--- src/rtl/lvds_link_pkg.sv ---
// Shared definitions for the LVDS serial link: word width, frame delimiter,
// frame length and the transmit framer state encoding.
package lvds_link_pkg;

  localparam int          LVDS_WORD_W     = 32;
  localparam logic [31:0] SYNC_WORD       = 32'h5346444B;
  localparam int          WORDS_PER_FRAME = 8;

  typedef enum logic [1:0] {
    ST_GAP,
    ST_IDLE,
    ST_SYNC,
    ST_DATA
  } lvds_state_e;

endpackage

--- src/rtl/lvds_tx_fifo.sv ---
// Single-clock show-ahead word FIFO buffering payload ahead of the framer.
module lvds_tx_fifo #(
  parameter int DEPTH = 16,
  parameter int W     = 32,
  parameter int AW    = $clog2(DEPTH)
) (
  input  logic          lvds_clk,
  input  logic          rst_n,
  input  logic          push,
  input  logic          pop,
  input  logic [W-1:0]  din,
  output logic [W-1:0]  dout,
  output logic [AW:0]   count,
  output logic          full
);

  logic [W-1:0]  mem_q [DEPTH];
  logic [AW-1:0] wr_ptr_q, wr_ptr_d;
  logic [AW-1:0] rd_ptr_q, rd_ptr_d;
  logic [AW:0]   count_q, count_d;
  logic          do_push, do_pop;

  // Guards keep the pointers coherent even if a caller ignores full/empty.
  assign do_push = push && !full;
  assign do_pop  = pop && (count_q != '0);

  always_comb begin
    wr_ptr_d = wr_ptr_q + AW'(do_push);
    rd_ptr_d = rd_ptr_q + AW'(do_pop);
    count_d  = count_q + (AW+1)'(do_push) - (AW+1)'(do_pop);
  end

  always_ff @(posedge lvds_clk or negedge rst_n) begin
    if (!rst_n) begin
      wr_ptr_q <= '0;
      rd_ptr_q <= '0;
      count_q  <= '0;
    end else begin
      wr_ptr_q <= wr_ptr_d;
      rd_ptr_q <= rd_ptr_d;
      count_q  <= count_d;
    end
  end

  always_ff @(posedge lvds_clk) begin
    if (do_push) mem_q[wr_ptr_q] <= din;
  end

  assign dout  = mem_q[rd_ptr_q];
  assign count = count_q;
  assign full  = (count_q == (AW+1)'(DEPTH));

endmodule

--- src/rtl/lvds_frame_tx.sv ---
// LVDS frame transmitter: sync word, WORDS_PER_FRAME payload words MSB-first,
// then an all-zero gap. Frames start only once a whole frame is buffered.
module lvds_frame_tx
  import lvds_link_pkg::*;
#(
  parameter int FIFO_DEPTH = 16,
  parameter int GAP_BITS   = 32
) (
  input  logic                   lvds_clk,
  input  logic                   rst_n,
  input  logic [LVDS_WORD_W-1:0] s_data,
  input  logic                   s_valid,
  output logic                   s_ready,
  output logic                   lvds_data_out,
  output logic                   tx_busy,
  output logic                   frame_done,
  output lvds_state_e            dbg_state
);

  localparam int AW  = $clog2(FIFO_DEPTH);
  localparam int WCW = $clog2(WORDS_PER_FRAME);
  localparam int GCW = $clog2(GAP_BITS);
  localparam logic [WCW-1:0] LAST_WORD   = WCW'(WORDS_PER_FRAME - 1);
  localparam logic [GCW-1:0] LAST_GAP    = GCW'(GAP_BITS - 1);
  localparam logic [AW:0]    FRAME_WORDS = (AW+1)'(WORDS_PER_FRAME);

  lvds_state_e            state_q, state_d;
  logic [LVDS_WORD_W-1:0] tx_sh_q, tx_sh_d;
  logic [4:0]             bit_cnt_q, bit_cnt_d;
  logic [WCW-1:0]         word_cnt_q, word_cnt_d;
  logic [GCW-1:0]         gap_cnt_q, gap_cnt_d;
  logic                   frame_done_q, frame_done_d;

  logic                   fifo_push, fifo_pop, fifo_full;
  logic [LVDS_WORD_W-1:0] fifo_dout;
  logic [AW:0]            fifo_count;

  // valid/ready: a word transfers on any edge where s_valid && s_ready;
  // s_ready depends only on FIFO occupancy, never on s_valid.
  assign s_ready   = !fifo_full;
  assign fifo_push = s_valid && s_ready;

  lvds_tx_fifo #(
    .DEPTH (FIFO_DEPTH),
    .W     (LVDS_WORD_W)
  ) u_fifo (
    .lvds_clk (lvds_clk),
    .rst_n    (rst_n),
    .push     (fifo_push),
    .pop      (fifo_pop),
    .din      (s_data),
    .dout     (fifo_dout),
    .count    (fifo_count),
    .full     (fifo_full)
  );

  always_comb begin
    state_d      = state_q;
    tx_sh_d      = {tx_sh_q[LVDS_WORD_W-2:0], 1'b0};
    bit_cnt_d    = bit_cnt_q + 5'd1;
    word_cnt_d   = word_cnt_q;
    gap_cnt_d    = gap_cnt_q;
    frame_done_d = 1'b0;
    fifo_pop     = 1'b0;
    unique case (state_q)
      ST_GAP: begin
        tx_sh_d   = '0;
        bit_cnt_d = bit_cnt_q;
        gap_cnt_d = gap_cnt_q + GCW'(1);
        if (gap_cnt_q == LAST_GAP) begin
          gap_cnt_d = '0;
          state_d   = ST_IDLE;
        end
      end
      ST_IDLE: begin
        tx_sh_d   = tx_sh_q;
        bit_cnt_d = bit_cnt_q;
        if (fifo_count >= FRAME_WORDS) begin
          tx_sh_d   = SYNC_WORD;
          bit_cnt_d = '0;
          state_d   = ST_SYNC;
        end
      end
      ST_SYNC: begin
        if (bit_cnt_q == 5'd31) begin
          tx_sh_d    = fifo_dout;
          fifo_pop   = 1'b1;
          word_cnt_d = '0;
          state_d    = ST_DATA;
        end
      end
      ST_DATA: begin
        if (bit_cnt_q == 5'd31) begin
          if (word_cnt_q == LAST_WORD) begin
            tx_sh_d      = '0;
            frame_done_d = 1'b1;
            gap_cnt_d    = '0;
            state_d      = ST_GAP;
          end else begin
            tx_sh_d    = fifo_dout;
            fifo_pop   = 1'b1;
            word_cnt_d = word_cnt_q + WCW'(1);
          end
        end
      end
      default: state_d = ST_GAP;
    endcase
  end

  always_ff @(posedge lvds_clk or negedge rst_n) begin
    if (!rst_n) begin
      state_q      <= ST_GAP;
      tx_sh_q      <= '0;
      bit_cnt_q    <= '0;
      word_cnt_q   <= '0;
      gap_cnt_q    <= '0;
      frame_done_q <= 1'b0;
    end else begin
      state_q      <= state_d;
      tx_sh_q      <= tx_sh_d;
      bit_cnt_q    <= bit_cnt_d;
      word_cnt_q   <= word_cnt_d;
      gap_cnt_q    <= gap_cnt_d;
      frame_done_q <= frame_done_d;
    end
  end

  assign lvds_data_out = tx_sh_q[LVDS_WORD_W-1];
  assign tx_busy       = (state_q == ST_SYNC) || (state_q == ST_DATA);
  assign frame_done    = frame_done_q;
  assign dbg_state     = state_q;

endmodule

--- config.mk ---
export PLATFORM = sky130hd
export DESIGN_NAME = lvds_frame_tx
export DESIGN_NICKNAME = d
export VERILOG_FILES = /design/src/rtl/lvds_link_pkg.sv /design/src/rtl/lvds_tx_fifo.sv /design/src/rtl/lvds_frame_tx.sv
export SDC_FILE = /design/constraint.sdc
export NUM_CORES = 1
export LEC_CHECK = 0
export ABC_AREA = 0
export BUFFER_PORTS_ARGS = -buffer_cell sky130_fd_sc_hd__clkbuf_2
export CAP_MARGIN = 20
export CORE_ASPECT_RATIO = 1.1
export CORE_MARGIN = 3
export CORE_UTILIZATION = 40
export DETAILED_ROUTE_END_ITERATION = 8
export GPL_ROUTABILITY_DRIVEN = 0
export SYNTH_ARGS = -nofsm -noshare
export SYNTH_HDL_FRONTEND = slang
export SYNTH_SLANG_ARGS = --single-unit
--- constraint.sdc ---
create_clock -name lvds_clk -period 9.65 [get_ports lvds_clk]
set_input_delay 1.93 -clock lvds_clk [delete_from_list [all_inputs] [get_ports lvds_clk]]
set_output_delay 1.93 -clock lvds_clk [all_outputs]
set_load 0.005 [all_outputs]
; Word level (Yosys, flattened, before mapping)
; Memory sizes are Yosys's and may differ from the RTL's.
; Index checks and enable logic that the tools add are counted.
[word_totals]
register_bits = 61
mem_bits_rw = 512
input_bits = 35
output_inout_bits = 6
mem_count = 1
[mem_list]
columns = memory, words, width, read_ports, rd_clocked_by_memory_dff, write_ports, line
row1 = u_fifo.mem_q, 16, 32, 1, 0, 1, lvds_tx_fifo.sv:17  ; logic [W-1:0] mem_q [DEPTH];
[op_classes]
add_sub_neg = 7
magnitude_cmp = 1
eq_ne = 13
mux = 30
bitwise_logic = 1
reduce_logical = 13
[op_table]
columns = cell, n
row1 = 32-bit 2-to-1 mux, 4
row2 = 32-bit one-hot mux with 4 select lines, 1
row3 = 5-bit 2-to-1 mux, 4
row4 = 5-bit one-hot mux with 2 select lines, 2
row5 = "5-bit == test, second input constant", 3
row6 = "2-bit inequality test, second input constant", 6
row7 = "5-bit by 1-bit adder with 5-bit output, second input constant", 2
row8 = 2-bit 2-to-1 mux, 5
row9 = 3-bit 2-to-1 mux, 3
row10 = 4-bit by 1-bit adder with 4-bit output, 2
row11 = 1-bit 2-to-1 mux, 8
row12 = 2-bit one-hot mux with 4 select lines, 1
row13 = 3-bit one-hot mux with 2 select lines, 1
row14 = 5-bit by 1-bit adder with 5-bit output, 1
row15 = "5-bit by 4-bit >= comparator with 1-bit output, second input constant", 1
row16 = 5-bit AND reduction, 1
row17 = 5-bit nonzero test, 1
row18 = 5-bit by 1-bit subtractor with 5-bit output, 1
row19 = "2-bit == test, second input constant", 2
row20 = 4-bit AND reduction, 1
row21 = 2-bit nonzero test, 2
row22 = "3-bit by 1-bit adder with 3-bit output, second input constant", 1
row23 = "3-bit == test, second input constant", 1
row24 = 1-bit logical AND, 3
row25 = other kinds (8), 8

; Logic depth before layout (Yosys ltp)
; Gate-level depths: netlist (run 1).
[logic_depth]
word_depth = 6
mapped_depth = 16
mapped_depth_nobuf = 14

; By module
; From an unflattened synthesis (run 1), not the netlist that was laid out.
[unflattened]
cells_unflattened = 1290
hier_area_um2 = 23301.1
[by_module_without_submodules]
columns = module, instances, cells_per_inst, area_per_inst_um2
row1 = lvds_tx_fifo, 1, 996, 20295.7
row2 = lvds_frame_tx, 1, 294, 3005.4

; Worst setup path before layout (run 1)
; OpenSTA, ideal clock, no wires.
[synth_path]
path_type = input -> register
start = input port s_valid
end = memory u_fifo.mem_q[0][0] (enable)
setup_ns = 0.461
arrival_time_ns = 4.926
required_ns = 9.189
slack_ns = 4.263
stages = 4
path_buffers = 1
path_cell_list = and2_1 -> clkbuf_1 -> or3b_2 -> nor3_1
[synth_via]
elab_chain_cells = 4
[synth_rtl]
columns = item, line
row1 = from (decl), lvds_frame_tx.sv:12  ; input logic s_valid,
row2 = 1-bit logical AND, lvds_frame_tx.sv:41  ; assign fifo_push = s_valid && s_ready;
row3 = 1-bit logical AND, lvds_tx_fifo.sv:24  ; assign do_push = push && !full;
row4 = 1-bit 2-to-1 mux, lvds_tx_fifo.sv:46  ; if (do_push) mem_q[wr_ptr_q] <= din;
row5 = 1-bit 2-to-1 mux (not written as such), lvds_tx_fifo.sv:46
row6 = to (decl), lvds_tx_fifo.sv:17
; Every way passes these cells.

; Worst setup path after layout (run 1)
[layout_path]
start = register state_q[1] (netlist: dbg_state[1])
end = output port tx_busy
[layout_via]
elab_chain_cells = 2
[layout_rtl]
columns = item, line
row1 = from (decl), lvds_frame_tx.sv:27  ; lvds_state_e state_q, state_d;
row2 = from (signal assigned), lvds_frame_tx.sv:119  ; state_q <= state_d;
row3 = 2-bit == test, lvds_frame_tx.sv:129  ; assign tx_busy = (state_q == ST_SYNC) || (state_q == ST_DATA);
row4 = 1-bit logical OR (*), lvds_frame_tx.sv:129
row5 = to (decl), lvds_frame_tx.sv:15  ; output logic tx_busy,
; Every way passes the cells marked *; elsewhere a longest branch is shown, timed or not.

==> summary.md, run 1 <==
| Metric | Value |
|---|---|
| Outcome | complete, no violations |
| VDD IR max | approximately 150 µV |
| Critical path peak fanout | 18 |
| Largest net degree at the start of global routing | 67 |
| Crit path from | dbg_state[1] |
| Post-route setup TNS | 0 ns |
| Synthesized area | 0.02243 mm² |
| Top cells by instance count after synthesis | edfxtp_1 (512), mux4_2 (128), dfrtp_1 (61) |
| Layout cell share with drive strength beyond 1 | 0.2500 |
| Die height | about 250 µm |
| Setup repair bufs after CTS | 0 |
| Share of the synthesized area in the top cell type | 0.6855 |
| Unique cell type count in the Yosys netlist | between 40 and 50 |
| Post-Place Cell Area | around 0.024 mm² |
| # nets final | around 1200 |
| Final Max Tran Viols | 0 |
| Post-synth EDFFs | between 500 and 600 |
| DRT Wirelength | 48410 µm |
| Antenna Nets Post-Route | 0 |
| CTS H-Tree Depth | 2 |
| Tot Pwr | roughly 6 mW |
| Leading area contributor after synthesis | edfxtp_1 |
| First-pass GRT wire length | about 72000 µm |
| RR Endpoint | u_fifo.count[4] |
| Later-pin clock latency in the skew report | between 0.5 and 0.6 ns |
| Die area | 0.05895 mm² |
| Clock-pin slew on the worst setup and hold paths | 0.06 ns |
| Largest cells by area after synthesis | edfxtp_1 (69%), mux4_2 (13%), dfrtp_1 (6.8%) |
| Slew @ Worst Pin | 1.099 ns |
| Reg2Reg Depth | 14 |
| Starting Density | 0.4065 |
| Minimum clock period | roughly 4.2 ns |
| Seq/Total Area, Yosys | 0.7536 |
| Number of clock sinks | between 500 and 600 |
| Seq cells post-synth | approximately 570 |
| Clk_skew | 0.01698 ns |
| Leak pwr | ~8.3 nW |
| WHS | approximately 0.48 ns |
| Area growth, synth to finish | 13.77% |
| Placed Cells | between 1500 and 2000 |
| Pre-CTS setup slack | around 5.2 ns |
| Number of global-route vias before repair | approximately 11000 |
| Worst path arrival time | between 2 and 2.5 ns |
| Period utilization | 0.4361 |
| DRC Markers | 0 |
| # IOs | roughly 40 |
| PD cells | 234.9 mW/mm² |
| Core area | between 0.05 and 0.06 mm² |
| RSZ-0062 raised after global routing | false |
| Vias after detailed routing | between 10000 and 15000 |
| Cell Rows | 90 |
| Clk root buf | clkbuf_16 |
| Worst setup margin | between 5 and 6 ns |
| CTS tree | done |
| Post-CTS Resized | 0 |
| Ys flop type | edfxtp_1 |
| Synth warn | 0 |
| Antenna violations before repair | 1 |
| Hold WC Path Type | reg2reg |
| Clock Tree Buf Depth | 3 |
| HP Start | gap_cnt_q[3] |
| Slew HR | 0.2641 |
| Post-route insts no fill | around 1900 |
| Mapped Nets | ~1200 |
| Crit path capture type | output port |
| Number of DRC markers in iteration 0 | around 1200 |
| Setup Viol. Count Final | 0 |
| Setup crit start kind | flop |
| Critical path required time | 7.72 ns |
| Syn Inst Count | roughly 1100 |
| FFs w/ async S/R, synth | 0.1065 |
| Crit path kind | reg2out |
| F_max | roughly 240 MHz |
| Die X | about 230 µm |
| Vias/cell | 5.526 |
| Total GRT Usage | 0.1661 |
| Fill count | 4591 |
| Num CTS Buffers | 55 |
| Gr ovfl total | 0 |
| Worst r2r src | bit_cnt_q[0] |
| Design area | 0.02552 mm² |
| Max-cap check violation count | 0 |
| Most common cell in the netlist | edfxtp_1 |
| R2r setup slk | around 6.2 ns |
| Worst hold endpoint | gap_cnt_q[3] |
| Post-CTS Hold Buffers | 0 |
| Hold Vio Cnt, Final | 0 |
| Ant. Diodes | 0 |
| Post-synthesis average cell area | 20.41 µm² |
| Dpl hpwl | between 20000 and 30000 µm |
| Number of port buffers | 40 |
| Drt wl/cell | ~25 µm |
| Depth of the worst hold-timing path | 1 |
| Drt first pass iters | 8 |
| Final core occ | 0.4624 |
==> layer usage <==
metal	wire (µm)	GRT usage	part of all wire	up-vias
li1	-	-	-	4667
met1	21770	0.2503	0.45	5656
met2	22220	0.2494	0.46	361
met3	3610	0.03709	0.075	59
met4	797	0.03772	0.016	0
met5	0	0	0	-
==> registers in the layout (all words and copies together) (netlist names) <==
register         flops
word_cnt_q           3
frame_done           1
u_fifo.count         5
u_fifo.wr_ptr_q      4
dbg_state            2
gap_cnt_q            5
tx_sh_q             32
u_fifo.rd_ptr_q      4
u_fifo.mem_q       512
bit_cnt_q            5
==> critical path: stages, from the launching register on <==
cell and delay [ns]:
dfrtp_1 0.72, ha_1 0.62, or2_2 0.23, clkbuf_2 0.12
==> logic make-up (layout without fill, tap and decap cells) <==
logic type      after synthesis  count (layout)  share of synthesized area
flops                       573             573                     0.7536
xor+xnor                      7               7                   0.002734
simple gates                152             152                    0.03403
buf+inv                      75             184                    0.01584
fa+ha+maj                    24              24                    0.01372
mux                         156             156                     0.1412
compound gates              112             112                    0.03889
==> where the power goes <==
group	total [mW]	switching [mW]	internal, mW	leakage, nW
clock	2.06	0.878	1.18	0.838
sequential	3.14	0.126	3.01	5.41
combinational	0.796	0.504	0.292	2.05
total	5.99	1.51	4.49	8.30
==> worst max-delay path by stage <==
stage / to / slack [ns]
after floorplan: u_fifo.mem_q[0][0] / 4.26
after global placement: u_fifo.mem_q[8][18] / 5.27
after detailed placement: u_fifo.mem_q[8][18] / 5.21
after CTS: tx_busy / 5.42
after global routing: tx_busy / 5.30
final: tx_busy / 5.44
==> cell type report <==
type                       instances  area [µm²]  share of cell area
timing repair buffer              68       600.6             0.02354
tap                              736       920.9             0.03609
multi-input combinational        451        5301              0.2078
sequential                       573       16910              0.6627
clock buffer                      80        1573             0.06164
inverter                          16       60.06            0.002354
clock inverter                    20       150.1            0.005884
==> placed cells by master, fill, tap and decap left out, drive strengths merged, types with 4 or more instances in the layout <==
cell type and instances:
a21oi 17, nor2 33, buf 29, clkbuf 119
xnor2 4, nor3 6, and3 34, clkinv 15
o221ai 12, mux2i 25, nand3 5, o21ai 4
mux4 128, a221o 19, dfrtp 61, nor2b 5
a22o 8, nor4 4, a22oi 41, edfxtp 512
inv 17, nand2 53, ha 23
Note: power is estimated with default switching activity, not from simulation.
==> run 2: changes to the inputs <==
clock period = 4.4 ns   (was 9.65 ns; I/O delays follow)
==> summary.md, run 2 (synthesis results as in run 1) <==
| Metric | Value |
|---|---|
| First-pass GRT wire length | around 73000 µm |
| # IOs | between 40 and 50 |
| Setup Viol. Count Final | 0 |
| Antenna Nets Post-Route | 0 |
| Total GRT Usage | 0.1667 |
| Worst path arrival time | slightly below 4 ns |
| Slew @ Worst Pin | 1.061 ns |
| Setup repair bufs after CTS | 0 |
| Post-route insts no fill | approximately 2000 |
| Crit path kind | reg2reg |
| Leak pwr | about 8.4 nW |
| PD cells | between 500 and 600 mW/mm² |
| Slew HR | 0.2873 |
| Number of port buffers | 40 |
| Core area | about 0.055 mm² |
| Post-CTS Resized | 0 |
| Number of clock sinks | roughly 570 |
| Critical path required time | between 4 and 5 ns |
| DRT Wirelength | just under 50000 µm |
| RSZ-0062 raised after global routing | false |
| Crit path capture type | flop |
| Period utilization | 0.7530 |
| Starting Density | 0.4065 |
| Ant. Diodes | 0 |
| Later-pin clock latency in the skew report | ~0.62 ns |
| Dpl hpwl | slightly below 30000 µm |
| Antenna violations before repair | 0 |
| VDD IR max | a little over 300 µV |
| Max-cap check violation count | 0 |
| Layout cell share with drive strength beyond 1 | 0.2590 |
| Post-route setup TNS | 0 ns |
| Largest register by flop count | u_fifo.mem_q |
| Number of global-route vias before repair | about 11000 |
| Drt wl/cell | around 25 µm |
| Clock Tree Buf Depth | 3 |
| Final Max Tran Viols | 0 |
| Worst path cell trace | ha_1, and3_1, ha_1, a22oi_1, a41oi_1, ha_1, inv_1, ha_1, inv_1, fa_1, inv_1, a21oi_1, o21bai_1, xnor2_1 |
| Largest net degree at the start of global routing | 51 |
| Largest regs | u_fifo.mem_q (512), tx_sh_q (32) |
| Largest register FFs | just over 500 |
| Cell Rows | 90 |
| CTS H-Tree Depth | 2 |
| Vias after detailed routing | 10770 |
| Die height | 254.3 µm |
| Critical path peak fanout | 18 |
| Gr ovfl total | 0 |
| Worst path max stage delay | roughly 0.63 ns |
| Most common cell after layout, fill and taps aside | edfxtp_1 |
| # nets final | around 1200 |
| Hold Vio Cnt, Final | 0 |
| WHS | 0.2972 ns |
| Commonest cells after routing, fill and taps aside | edfxtp_1 (512), mux4_2 (128), dfrtp_1 (58), clkbuf_16 (57), nand2_1 (53) |
| Reg2Reg Depth | 14 |
| Area growth, synth to finish | 13.95% |
| Placed Cells | between 1500 and 2000 |
| Vias/cell | ~5.5 |
| Die X | between 200 and 250 µm |
| Slowest CP cell | ha_1 |
| Cell mode on critical path | ha_1 |
| Clk_skew | ~0.032 ns |
| Num CTS Buffers | 57 |
| Clk root buf | clkbuf_16 |
| Minimum clock period | about 3.3 ns |
| Worst setup margin | 1.087 ns |
| CTS tree | done |
| Die area | about 0.06 mm² |
| Clock-pin slew on the worst setup and hold paths | approximately 0.060 ns |
| Final core occ | 0.4632 |
| DRC Markers | 0 |
| Hold WC Path Type | in2async |
| Drt first pass iters | 5 |
| Outcome | complete, no violations |
| Post-CTS Hold Buffers | 0 |
| Pre-CTS setup slack | approximately 1.1 ns |
| Setup crit start kind | flop |
| F_max | between 300 and 400 MHz |
| Number of DRC markers in iteration 0 | approximately 870 |
==> run 2: changes by cell type in the layout (fill, tap and decap cells not counted), sizes merged <==
cell and change:
clkinvlp +2, inv +1, clkbuf -13, buf +12, bufinv +2, clkinv +16
==> run 2: final timing paths <==
| kind | from | end | slack [ns] |
|---|---|---|---|
| worst min register to register | gap_cnt_q[3] | gap_cnt_q[3] | 0.47 |
| max in group asynchronous | rst_n | u_fifo.rd_ptr_q[1] | 3.15 |
| min in group lvds_clk | gap_cnt_q[3] | gap_cnt_q[3] | 0.47 |
| worst min-delay path | rst_n | gap_cnt_q[1] | 0.30 |
| worst max-delay path | bit_cnt_q[0] | u_fifo.count[4] | 1.09 |
| worst max register to register | bit_cnt_q[0] | u_fifo.count[4] | 1.09 |
==> run 2: metrics by stage <==
stage          total power, mW  instance area [µm²]
2_1_floorplan            8.028                22430
3_3_place_gp             8.691                23740
3_5_place_dp             8.761                23740
4_1_cts                  13.40                25540
5_1_grt                  13.85                25560
6_report                 13.28                25560
==> run 2: critical path: cells and delay by family (launching register included) <==
family                   cells  cell delay [ns]
AO/OA/AOI/OAI                4             0.69
XOR/XNOR                     1             0.14
adder cells (fa/ha/maj)      5             1.65
buffers and inverters        3             0.19
flip-flops                   1             0.38
AND/OR/NAND/NOR              1             0.19
==> run 2: final cells by class <==
class / instances / area, µm²
repair buffers: 80 / 563.0
clock buffers: 67 / 1464
fillers: 4638 / 29620
clock inverters: 41 / 337.8
flip-flops and latches: 573 / 16910
multi-input cells: 451 / 5301
well taps: 736 / 920.9
inverters: 16 / 60.06
==> run 2: layer usage <==
layer / wire length (µm) / up-vias / GRT usage / part of all wire
li1: - / 4711 / - / -
met1: 21070 / 5736 / 0.2303 / 0.43
met2: 23850 / 256 / 0.2745 / 0.49
met3: 2391 / 66 / 0.02960 / 0.049
met4: 1179 / 0 / 0.04834 / 0.024
met5: 0 / - / 0 / 0
==> run 2: power by group <==
part | total (mW) | internal (mW) | switching, mW
Clock | 4.66 | 2.62 | 2.04
Sequential | 6.88 | 6.61 | 0.272
Combinational | 1.74 | 0.617 | 1.12
Total | 13.3 | 9.85 | 3.43
==> run 3: changes to the inputs <==
ABC_AREA = 1   (was 0)
clock period = 2.94 ns   (was 4.4 ns; I/O delays follow)
==> summary.md, run 3 <==
| Metric | Value |
|---|---|
| DRC Markers | 0 |
| RSZ-0062 raised after global routing | true |
| Fill count | just over 5000 |
| Setup Viol. Count Final | 0 |
| Switching Share | 0.2557 |
| Seq pwr share | 0.523 |
| Critical path required time | about 3.5 ns |
| Commonest cells after routing, fill and taps aside | nand2_1 (580), edfxtp_1 (512), nor2_1 (298), nand3_1 (150) |
| Largest net degree at the start of global routing | approximately 150 |
| Synth warn | 0 |
| Most common cell after layout, fill and taps aside | nand2_1 |
| Dpl hpwl | 32490 µm |
| Die X | roughly 240 µm |
| Largest register by flop count | u_fifo.mem_q |
| Worst path max stage delay | about 0.44 ns |
| Largest register FFs | between 500 and 600 |
| Crit path kind | reg2reg |
| Number of DRC markers in iteration 0 | 1385 |
| RR Endpoint | u_fifo.count[4] |
| Drt wl/cell | roughly 20 µm |
| Ys flop type | edfxtp_1 |
| Unique cell type count in the Yosys netlist | 28 |
| Leading area contributor after synthesis | edfxtp_1 |
| Minimum clock period | around 2.7 ns |
| Most common cell in the netlist | nand2_1 |
| Antenna violations before repair | 1 |
| Drt first pass iters | 5 |
| # IOs | 41 |
| Antenna Nets Post-Route | 0 |
| Hold WC Path Type | in2async |
| Total GRT Usage | 0.1903 |
| Reg2Reg Depth | 15 |
| # nets final | between 2000 and 2500 |
| Internal power | about 14 mW |
| Ant. Diodes | 0 |
| Critical path peak fanout | 3 |
| Clock-pin slew on the worst setup and hold paths | approximately 0.06 ns |
| Die area | 0.06217 mm² |
| Core area | 0.05790 mm² |
| Synthesized area | about 0.024 mm² |
| Mapped Nets | approximately 2200 |
| Worst setup margin | approximately 0.2 ns |
| Largest cells by area after synthesis | edfxtp_1 (65%), nand2_1 (9.2%), dfrtp_1 (6.4%) |
| Psw | approximately 5.0 mW |
| Worst r2r src | bit_cnt_q[1] |
| Post-synth EDFFs | between 500 and 600 |
| VDD IR max | roughly 460 µV |
| Worst path cell trace | ha_1, nand2_1, nor2_1, ha_2, nand3_1, o21ai_2, o21ai_0, inv_1, ha_1, inv_1, ha_1, inv_1, fa_1, o21ai_2, xnor2_1 |
| FFs w/ async S/R, synth | 0.1065 |
| Critical Path Sink | u_fifo.count[4] |
| Clk root buf | clkbuf_16 |
| Cell Rows | 92 |
| R2r setup slk | around 0.2 ns |
| Leak pwr | 9.974 nW |
| Gr ovfl total | 0 |
| Hold Vio Cnt, Final | 0 |
| Slew HR | 0.4775 |
| Share of the synthesized area in the top cell type | 0.6491 |
| Starting Density | 0.4091 |
| Die height | about 260 µm |
| Period utilization | 0.9321 |
| Outcome | complete, no violations |
| First-pass GRT wire length | roughly 90000 µm |
| Number of global-route vias before repair | around 15000 |
| Clock Tree Buf Depth | 3 |
| Vias after detailed routing | roughly 15000 |
| Setup crit start kind | flop |
| Slew @ Worst Pin | 0.7837 ns |
| DRT Wirelength | a little under 60000 µm |
| Tot Pwr | between 15 and 20 mW |
| CTS H-Tree Depth | 2 |
| Num CTS Buffers | 56 |
| F_max | 364.9 MHz |
| Slowest CP cell | fa_1 |
| Max-cap check violation count | 0 |
| Number of port buffers | 40 |
| Top cells by instance count after synthesis | nand2_1 (580), edfxtp_1 (512), nor2_1 (314) |
| PD cells | between 700 and 800 mW/mm² |
| Pre-CTS setup slack | roughly 0.076 ns |
| Worst path arrival time | 3.27 ns |
| Layout cell share with drive strength beyond 1 | 0.08917 |
| CTS tree | done |
| Clk pwr share | 0.355 |
| Setup repair bufs after CTS | 0 |
| Final Max Tran Viols | 0 |
| Seq/Total Area, Yosys | 0.7136 |
| Share of power burned in combinational logic | 0.122 |
| Later-pin clock latency in the skew report | a little over 0.6 ns |
| Clk_skew | 0.02487 ns |
| Syn Inst Count | 2112 |
| Crit path from | bit_cnt_q[1] |
| Vias/cell | 5.174 |
| Number of clock sinks | approximately 570 |
| Post-synthesis average cell area | ~11 µm² |
| Crit path capture type | flop |
| Area growth, synth to finish | 13.17% |
| Seq cells post-synth | about 570 |
| Largest regs | u_fifo.mem_q (512), tx_sh_q (32) |
run 3: timing repair:
item / in CTS / in global routing
gates resized for setup: 0 / 5
endpoints found under the hold margin: 1 / 0
endpoints found under the setup margin: 0 / 3
hold buffers: 1 / 0
run 3: power by group through the flow:
stage | Combinational, mW | Clock, mW | Sequential (mW)
floorplan | 1.37 | 0 | 10.3
global placement | 2.30 | 0 | 10.3
detailed placement | 2.38 | 0 | 10.3
CTS | 2.39 | 7.05 | 10.2
global route | 2.66 | 7.36 | 10.2
finish | 2.38 | 6.90 | 10.2
run 3: logic make-up after synthesis:
group,synth area share
adders and majority gates,0.01300
muxes,0.0004226
DFF,0.7136
buffers and inverters,0.03983
xor gates and xnor gates,0.002958
AOI/OAI and AO/OA,0.05536
and+or+nand+nor,0.1749
run 3: layout make-up:
| class | instances | area [µm²] | share of cell area |
|---|---|---|---|
| Clock buffer | 86 | 1595 | 0.05952 |
| Timing Repair Buffer | 93 | 842.1 | 0.03141 |
| Sequential cell | 573 | 16910 | 0.6308 |
| Inverter | 101 | 384.1 | 0.01433 |
| Tap cell | 752 | 940.9 | 0.03510 |
| Clock inverter | 17 | 163.9 | 0.006115 |
| Multi-Input combinational cell | 1328 | 5971 | 0.2228 |
run 3: critical path: cells and delay by family, from the launching register on:
kind,cells,cell delay [ns]
buf+inv,3,0.21
simple gates,3,0.35
flops,1,0.38
fa+ha+maj,5,1.24
compound gates,3,0.37
xor+xnor,1,0.12
run 3: layer usage:
metal | global-route usage | part of all wire
met1 | 0.2590 | 0.43
met2 | 0.3135 | 0.48
met3 | 0.03012 | 0.065
met4 | 0.06620 | 0.033
met5 | 0 | 0.00022
run 3: worst min-delay path by stage:
| stage | end | slack [ns] | cells past startpoint |
|---|---|---|---|
| after floorplan | bit_cnt_q[0] | 0.29 | 0 |
| after global placement | gap_cnt_q[3] | 0.38 | 1 |
| after detailed placement | gap_cnt_q[3] | 0.38 | 1 |
| after CTS | gap_cnt_q[3] | 0.26 | 2 |
| after global routing | gap_cnt_q[3] | 0.27 | 2 |
| final | gap_cnt_q[3] | 0.29 | 2 |
run 3: per-stage QoR:
stage	TNS, ns	std cells	hold WS [ns]	cell area, µm²	utilization
floorplan	0	2112	0.2924	23690	-
global placement	0	2846	0.3782	25020	0.4322
detailed placement	0	2846	0.3771	25020	0.4322
CTS	0	2950	0.2638	26790	0.4627
global route	-0.01659	2950	0.2742	26800	0.4629
finish	0	2950	0.2922	26800	0.4629
